<file path="config.mk">
export PLATFORM = sky130hd
export DESIGN_NAME = spi_txn_arbiter
export DESIGN_NICKNAME = d
export VERILOG_FILES = /design/src/rtl/spi_pkg.sv /design/src/rtl/rr_arbiter.sv /design/src/rtl/spi_txn_arbiter.sv
export SDC_FILE = /design/constraint.sdc
export NUM_CORES = 1
export LEC_CHECK = 0
export ABC_AREA = 1
export CAP_MARGIN = 20
export CORE_MARGIN = 2
export CORE_UTILIZATION = 30
export CTS_CLUSTER_SIZE = 8
export DETAILED_ROUTE_END_ITERATION = 12
export GPL_TIMING_DRIVEN = 1
export HOLD_SLACK_MARGIN = 0.02
export PLACE_DENSITY = 0.62
export RECOVER_POWER = 50
export SLEW_MARGIN = 40
export SYNTH_ARGS = -nofsm -noshare
export SYNTH_HDL_FRONTEND = slang
export SYNTH_HIERARCHICAL = 1
export SYNTH_SLANG_ARGS = --single-unit
</file>
<file path="constraint.sdc">
create_clock -name clk -period 4.2 [get_ports clk]
set_clock_uncertainty 0.1 [all_clocks]
set_input_delay 0.42 -clock clk [delete_from_list [all_inputs] [get_ports clk]]
set_output_delay 0.42 -clock clk [all_outputs]
set_load 0.03 [all_outputs]
</file>
<file path="src/rtl/spi_pkg.sv">
// Types and constants shared by the SPI transaction arbiter and its sub-blocks.
package spi_pkg;

    localparam int SPI_W = 16;

    typedef enum logic [1:0] {
        IDLE,
        ISSUE,
        WAIT,
        GAP
    } state_t;

endpackage

</file>
<file path="src/rtl/rr_arbiter.sv">
// Combinational round-robin pick: searches from ptr+1 upward, wrapping, and
// returns the first requesting index as one-hot and binary.
module rr_arbiter #(
    parameter int NUM_REQ = 4
) (
    input  logic [NUM_REQ-1:0]         req,
    input  logic [$clog2(NUM_REQ)-1:0] ptr,
    output logic [NUM_REQ-1:0]         win,
    output logic [$clog2(NUM_REQ)-1:0] win_idx
);

    localparam int IDX_W = $clog2(NUM_REQ);

    always_comb begin
        logic        found;
        int unsigned j;
        win     = '0;
        win_idx = '0;
        found   = 1'b0;
        j       = 0;
        for (int unsigned off = 1; off <= NUM_REQ; off++) begin
            j = (32'(ptr) + off) % NUM_REQ;
            if (!found && req[j[IDX_W-1:0]]) begin
                found                = 1'b1;
                win[j[IDX_W-1:0]]    = 1'b1;
                win_idx              = j[IDX_W-1:0];
            end
        end
    end

endmodule

</file>
<file path="src/rtl/spi_txn_arbiter.sv">
// Round-robin sequencer sharing one 16-bit SPI monarch among NUM_REQ clients:
// one command per grant, response routed back, then a fixed idle gap.
module spi_txn_arbiter
    import spi_pkg::*;
#(
    parameter int NUM_REQ = 4,
    parameter int GAP_CYC = 8
) (
    input  logic                     clk,
    input  logic                     rst_n,
    input  logic [NUM_REQ-1:0]       req,
    input  logic [SPI_W*NUM_REQ-1:0] req_data,
    output logic [NUM_REQ-1:0]       gnt,
    output logic [NUM_REQ-1:0]       rsp_vld,
    output logic [SPI_W-1:0]         rsp_data,
    output logic                     busy,
    output logic                     spi_wrt,
    output logic [SPI_W-1:0]         spi_wt_data,
    input  logic                     spi_done,
    input  logic [SPI_W-1:0]         spi_rd_data
);

    localparam int IDX_W = $clog2(NUM_REQ);
    localparam int GAP_W = (GAP_CYC > 1) ? $clog2(GAP_CYC) : 1;

    state_t             state;
    logic [IDX_W-1:0]   ptr;
    logic [IDX_W-1:0]   winner;
    logic [NUM_REQ-1:0] winner_oh;
    logic [GAP_W-1:0]   gap_cnt;
    logic [NUM_REQ-1:0] arb_win;
    logic [IDX_W-1:0]   arb_idx;

    rr_arbiter #(.NUM_REQ(NUM_REQ)) u_arb (
        .req     (req),
        .ptr     (ptr),
        .win     (arb_win),
        .win_idx (arb_idx)
    );

    assign busy = (state != IDLE);

    always_ff @(posedge clk or negedge rst_n) begin
        if (!rst_n) begin
            state       <= IDLE;
            ptr         <= IDX_W'(NUM_REQ - 1);
            winner      <= '0;
            winner_oh   <= '0;
            gap_cnt     <= '0;
            gnt         <= '0;
            rsp_vld     <= '0;
            rsp_data    <= '0;
            spi_wrt     <= 1'b0;
            spi_wt_data <= '0;
        end else begin
            gnt     <= '0;
            rsp_vld <= '0;
            spi_wrt <= 1'b0;
            case (state)
                IDLE: begin
                    // Grant and strobe are registered here so both show during ISSUE.
                    if (|req) begin
                        winner      <= arb_idx;
                        winner_oh   <= arb_win;
                        spi_wt_data <= req_data[SPI_W*int'(arb_idx) +: SPI_W];
                        gnt         <= arb_win;
                        spi_wrt     <= 1'b1;
                        state       <= ISSUE;
                    end
                end
                ISSUE: begin
                    ptr   <= winner;
                    state <= WAIT;
                end
                WAIT: begin
                    if (spi_done) begin
                        rsp_data <= spi_rd_data;
                        rsp_vld  <= winner_oh;
                        gap_cnt  <= '0;
                        state    <= (GAP_CYC == 0) ? IDLE : GAP;
                    end
                end
                GAP: begin
                    if (gap_cnt == GAP_W'(GAP_CYC - 1)) begin
                        state <= IDLE;
                    end else begin
                        gap_cnt <= gap_cnt + 1'b1;
                    end
                end
                default: state <= IDLE;
            endcase
        end
    end

endmodule
</file>
==> results.md, run 1 <==
* Hold Fails Final Rpt at 0
* GRT overflow at 0
* Lkg Pwr at 2.68 nW
* F_max at 305 MHz
* CP Launch Type: flop
* All-layer global routing usage at 0.139
* CTS tree: yes
* CP max stage delay at 0.75 ns
* Total wire length at 8.81 mm
* DR vias at 3190
* Slowest stage cell, crit path: dfstp_2
* DRT Pass-1 Iters at 4
* Global-route wire length before repair at 14.7 mm
* Outcome: finished, violations left
* Fin Hold WS at 0.382 ns
* Setup ws final at 0.919 ns
* Filler cells at 1133
* Dominant cells by area after synthesis: dfrtp_1 37%, nand2_1 18%, inv_1 9.5%
* Yosys cell types at 25
* Worst-path clk slew at 0.07 ns
* Count of final setup violators at 0
* Critical path's top delay family: simple AND/OR/NAND/NOR gates
* Rows at 39
* Post-DP Area at 0.00485 sq mm
* Maxcap violations at 1
* Reg area at 0.00135 sq mm
* Leading register cell type out of synthesis: dfrtp_1
* Avg Vias per Cell at 4.34
* Syn nets at 572
* Synthesis Warnings at 6
* Max-slew violation count at 55
* Non-Filler Instances at 735
* Worst vdd ir at 354 uV
* Actual slew at the worst max-slew pin at 2.84 ns
* Worst r2r path cells at 13
* Longest Clk Path Bufs at 2
* Cell accounting for the most synthesized area: dfrtp_1
* Final period util at 0.781
* Syn Inst Count at 471
* Placement Setup Slack at 0.972 ns
* Max-slew headroom at -0.892
* CP bufs+invs at 4
* Die extent in x at 112 microns
* Post-synth EDFFs at 0
* Port buffer count at 128
* Initial antenna violation count at 0
* Core ar. at 0.0115 sq mm
* Worst endpoint required time at 4.33 ns
* Dpl hpwl at 6.77 mm
* Multi-input combinational cell area at 0.00165 sq mm
* Antenna Cells at 0
* Post-CTS Setup Repair Bufs at 0
* Starting Density at 0.308
* WHS Path Cells at 2
* Num CTS Buffers at 5
* Routed Antenna Nets at 0
* Vias in the first global route at 3152
* Ys async rst share at 1.00
* Setup CP Type: reg2reg
* #FFs+latches synth at 54
* Design Power at 4.28 mW
* Top-count cell post-synth: nand2_1
* Nets at 692
* Worst skew pair latency at 0.29 ns
* TritonCTS Sinks at 54
* Inst Count DP at 727
* Layout cell share with drive strength beyond 1 at 0.0777
* CTS Root Cell: clkbuf_16
* Fin util at 0.435
* CP Max Fanout at 17
* Residual DRC at 0
* # hold bufs at CTS at 0
* Data arrival time at the worst-slack endpoint at 3.41 ns
* Worst min path class: reg2reg
* Largest net degree at the start of global routing at 55
* Final Instance Area at 0.00499 sq mm
* Flop-to-flop setup slack at 0.92 ns
* RSZ-0062 raised after global routing: no
* Area Growth Syn to Fin at 41.5%
* # IOs at 129
* Pwr Density at 857 mW/mm^2
* Synth cell count leaders: 170 x nand2_1, 89 x inv_1, 58 x nand3_1
* Failing checks: max-capacitance violations, max-slew violations
* CP cell instances: inv_8, ha_1, inv_1, nand3_1, nand2_1, inv_1, nand3_1, nand3_1, inv_2, nand3_1, nand2_1, nand2_1, nand2_1
* Period minus WS final at 3.28 ns
* Share of Yosys cell area claimed by the top area cell type at 0.369
* Routability Congestion at 0.824
* Wire per inst at 12.0 microns
* Post-synthesis sequential area ratio at 0.384
* TNS Setup at 0 ns
* # H-tree levels at 2
* DIE AREA at 0.0126 sq mm
* WP depth at 13
* Post-Syn Area per Cell at 7.49 sq um
* CP Capture Type: flop
* Resize count post-CTS at 0
* Mapped Area at 0.00353 sq mm
* DRT iter0 DRCs at 215
* Die H at 112 microns
-- tightest hold or removal path: cells and delay by family (launching register included) --
family / cells / cell delay, ns
DFF: 1 / 0.35
and+or+nand+nor: 2 / 0.11
-- kinds of logic after synthesis --
kind of cell / after synthesis / share of synthesized area
buffers and inverters: 111 / 0.145
and+or+nand+nor: 255 / 0.317
adders and majority gates: 14 / 0.0497
muxes: 18 / 0.0745
AOI/OAI and AO/OA: 19 / 0.0298
DFF: 54 / 0.384
-- layout make-up --
| type | count | share of cell area |
|---|---|---|
| Tap cell | 143 | 0.0359 |
| Clock buffer | 5 | 0.0251 |
| Clock inverter | 3 | 0.00502 |
| Timing Repair Buffer | 130 | 0.258 |
| Sequential cell | 54 | 0.271 |
| Multi-Input combinational cell | 306 | 0.331 |
| Inverter | 94 | 0.0732 |
-- power breakdown --
group          switching, mW  internal (mW)  total, mW
registers              0.160          0.771      0.931
clock network          0.192          0.224      0.416
logic                   1.82           1.11       2.93
total                   2.17           2.10       4.28
-- worst paths after layout --
| kind | startpoint | end |
|---|---|---|
| max in group asynchronous | rst_n | rsp_data[15]$_DFFE_PN0P_ |
| max | ptr[0]$_DFFE_PN1N_ | spi_wt_data[15]$_DFFE_PN0P_ |
| min in group asynchronous | rst_n | gap_cnt[0]$_DFFE_PN0P_ |
| max reg2reg | ptr[0]$_DFFE_PN1N_ | spi_wt_data[15]$_DFFE_PN0P_ |
| min reg2reg | spi_wt_data[2]$_DFFE_PN0P_ | spi_wt_data[2]$_DFFE_PN0P_ |
| min | spi_wt_data[2]$_DFFE_PN0P_ | spi_wt_data[2]$_DFFE_PN0P_ |
-- routing by layer --
layer  share of wire  global-route usage
met5               0                   0
met1            0.46               0.183
met3           0.071              0.0281
met4          0.0051              0.0293
met2            0.47               0.238
-- layout by cell type (no fill, tap or decap) --
| master | count |
|---|---|
| a21boi_0 | 4 |
| a21oi_1 | 6 |
| buf_2 | 1 |
| buf_4 | 1 |
| clkbuf_1 | 1 |
| clkbuf_16 | 5 |
| clkdlybuf4s50_1 | 118 |
| clkinv_4 | 1 |
| clkinvlp_4 | 1 |
| dfrtp_1 | 52 |
| dfstp_2 | 2 |
| dlygate4sd3_1 | 9 |
| ha_1 | 14 |
| inv_1 | 89 |
| inv_2 | 2 |
| inv_4 | 2 |
| inv_6 | 1 |
| inv_8 | 1 |
| mux2_2 | 2 |
| mux2_4 | 16 |
| nand2_1 | 172 |
| nand2_2 | 3 |
| nand2_4 | 3 |
| nand2_8 | 1 |
| nand3_1 | 58 |
| nand3_4 | 1 |
| nor2_1 | 14 |
| nor2_2 | 2 |
| nor2_8 | 1 |
| o21ai_0 | 7 |
| o21ai_1 | 2 |
-- sequential cells by signal (all words and copies together), names as in the netlist --
register and count:
winner 2, rsp_data 16, ptr 2, spi_wrt 1, spi_wt_data 16, gnt 4
gap_cnt 3, state 2, winner_oh 4, rsp_vld 4
(Power assumes the default switching activity.)
==> run 2, diff against run 1 <==
Settings changed: PLACE_DENSITY 0.62 to 0.64.
Clock period 4.2 ns to 2.9 ns, I/O delays scaled along.
==> results.md, run 2 (synthesis results as in run 1) <==
* Outcome: finished, final reports clean
* Worst endpoint required time at 2.97 ns (-1.36 ns)
* Largest net degree at the start of global routing at 49 (-11%)
* Vias in the first global route at 3178 (+0.82%)
* Routed Antenna Nets at 0 (unchanged)
* Pwr Density at 1240 mW/mm^2 (+45%)
* DIE AREA at 0.0126 sq mm (unchanged)
* Placement Setup Slack at 0.156 ns (-0.816 ns)
* Residual DRC at 0 (unchanged)
* Final period util at 0.940 (+0.159)
* Layout cell share with drive strength beyond 1 at 0.0838 (+0.00605)
* CP max stage delay at 0.59 ns (-0.16 ns)
* Slowest stage cell, crit path: dfstp_2
* CP Max Fanout at 32 (+15)
* RSZ-0062 raised after global routing: no
* Nets at 697 (+0.72%)
* All-layer global routing usage at 0.140 (+0.000814)
* Filler cells at 1143 (+0.88%)
* DRT iter0 DRCs at 224 (+4.2%)
* Starting Density at 0.308 (unchanged)
* Worst min path class: in2async
* CP bufs+invs at 3 (-1)
* CP cell instances: inv_8, ha_1, inv_1, nand3_1, nand2_1, nand2_1, nor2_1, nor2_1, nor2_2, buf_6, nand2_1, nand3_1, nand2_1, nand2_1, nand2_1
* Post-CTS Setup Repair Bufs at 0 (unchanged)
* # IOs at 129 (unchanged)
* Core ar. at 0.0115 sq mm (unchanged)
* Period minus WS final at 2.73 ns (-0.554 ns)
* Largest registers: rsp_data (16), spi_wt_data (16)
* Count of final setup violators at 0 (unchanged)
* Port buffer count at 128 (unchanged)
* Max-slew violation count at 0 (-100%)
* F_max at 367 MHz (+20%)
* Area Growth Syn to Fin at 42.7%
* Routability Congestion at 0.848 (+2.9%)
* Critical path's top delay family: simple AND/OR/NAND/NOR gates
* CP Launch Type: flop
* Setup ws final at 0.173 ns (-0.746 ns)
* Worst skew pair latency at 0.28 ns (about the same)
* Setup CP Type: reg2reg
* Total wire length at 8.92 mm (+1.2%)
* Post-DP Area at 0.00488 sq mm (+0.62%)
* Actual slew at the worst max-slew pin at 1.17 ns (-1.67 ns)
* CTS tree: yes
* Lkg Pwr at 2.70 nW (+0.83%)
* Worst-path clk slew at 0.07 ns (about the same)
* Longest Clk Path Bufs at 2 (unchanged)
* Inst Count DP at 731 (+0.55%)
* DR vias at 3209 (+0.60%)
* Dpl hpwl at 6.80 mm (+0.47%)
* # H-tree levels at 2 (unchanged)
* DRT Pass-1 Iters at 4 (unchanged)
* TNS Setup at 0 ns (unchanged)
* CTS Root Cell: clkbuf_16
* Global-route wire length before repair at 14.6 mm (-0.66%)
* Initial antenna violation count at 0 (unchanged)
* Crit path top cell by count: nand2_1
* TritonCTS Sinks at 54 (unchanged)
* Hold Fails Final Rpt at 0 (unchanged)
* Data arrival time at the worst-slack endpoint at 2.80 ns (-0.61 ns)
* GRT overflow at 0 (unchanged)
* Rows at 39 (unchanged)
* Die extent in x at 112 microns (unchanged)
* Num CTS Buffers at 5 (unchanged)
* Max-slew headroom at 0.220 (+1.11)
* Avg Vias per Cell at 4.34 (about the same)
* Final Instance Area at 0.00503 sq mm (+0.90%)
* Die H at 112 microns (unchanged)
* CP Capture Type: flop
* Most frequent cells in the layout: 172 x nand2_1, 118 x clkdlybuf4s50_1, 89 x inv_1, 58 x nand3_1, 52 x dfrtp_1
* Commonest non-fill, non-tap cell in the layout: nand2_1
* Non-Filler Instances at 740 (+0.68%)
* Maxcap violations at 0 (-1)
* Antenna Cells at 0 (unchanged)
* Worst vdd ir at 956 uV (+170%)
* Wire per inst at 12.1 microns (+0.56%)
run 2: cell type report:
| class | instances | area (sq um) | share of cell area |
|---|---|---|---|
| Timing Repair Buffer | 135 | 1330 | 0.264 |
| Clock buffer | 6 | 139 | 0.0276 |
| Clock inverter | 2 | 12.5 | 0.00249 |
| Tap cell | 143 | 179 | 0.0355 |
| Inverter | 94 | 365 | 0.0726 |
| Sequential cell | 54 | 1350 | 0.269 |
| Multi-Input combinational cell | 306 | 1650 | 0.329 |
run 2: worst paths after layout:
check	start	cells past startpoint	slack, ns	endpoint
worst max-delay path	ptr[0]$_DFFE_PN1N_	15	0.17	spi_wt_data[0]$_DFFE_PN0P_
worst min-delay path	rst_n	2	0.33	gap_cnt[0]$_DFFE_PN0P_
worst max register to register	ptr[0]$_DFFE_PN1N_	15	0.17	spi_wt_data[0]$_DFFE_PN0P_
worst min register to register	spi_wt_data[7]$_DFFE_PN0P_	2	0.38	spi_wt_data[7]$_DFFE_PN0P_
max in group asynchronous	rst_n	3	0.92	spi_wt_data[8]$_DFFE_PN0P_
min in group clk	spi_wt_data[7]$_DFFE_PN0P_	2	0.38	spi_wt_data[7]$_DFFE_PN0P_
run 2: worst reg2reg max path, stage by stage, from the launching register on:
cell and delay (ns):
dfstp_2 0.59, inv_8 0.07, ha_1 0.35, inv_1 0.17, nand3_1 0.10, nand2_1 0.10
nand2_1 0.09, nor2_1 0.15, nor2_1 0.08, nor2_2 0.17, buf_6 0.27, nand2_1 0.11
nand3_1 0.10, nand2_1 0.06, nand2_1 0.06, nand2_1 0.05
run 2: routing by layer:
layer,GRT usage,wire length [microns]
met1,0.180,3980
met2,0.236,4200
met3,0.0367,615
met4,0.0350,131
met5,0,0
run 2: power by group:
| group | internal [mW] | total [mW] | switching [mW] |
|---|---|---|---|
| Sequential | 1.12 | 1.31 | 0.198 |
| Clock | 0.342 | 0.599 | 0.257 |
| Combinational | 1.66 | 4.35 | 2.69 |
| Total | 3.12 | 6.26 | 3.14 |
run 2: stage by stage:
| stage | total power [mW] | hold slack (ns) | utilization |
|---|---|---|---|
| after global routing | 6.82 | 0.350 | 0.439 |
| after global placement | 5.60 | 0.0276 | 0.426 |
| after detailed placement | 5.68 | 0.0277 | 0.426 |
| after floorplan | 4.62 | -0.106 | - |
| after CTS | 6.31 | 0.260 | 0.440 |
| final | 6.26 | 0.325 | 0.439 |
run 2: timing repair:
| action | in CTS | in global routing |
|---|---|---|
| setup endpoints to repair | 0 | 6 |
| hold buffers | 1 | 0 |
| resized for setup | 0 | 1 |
| endpoints found under the hold margin | 6 | 0 |
==> run 3, diff against run 2 <==
Settings changed: CTS_CLUSTER_SIZE 8 to 20.
==> results of run 3 <==
Same layout as run 2: the final DEF is identical, and so are final timing and power.
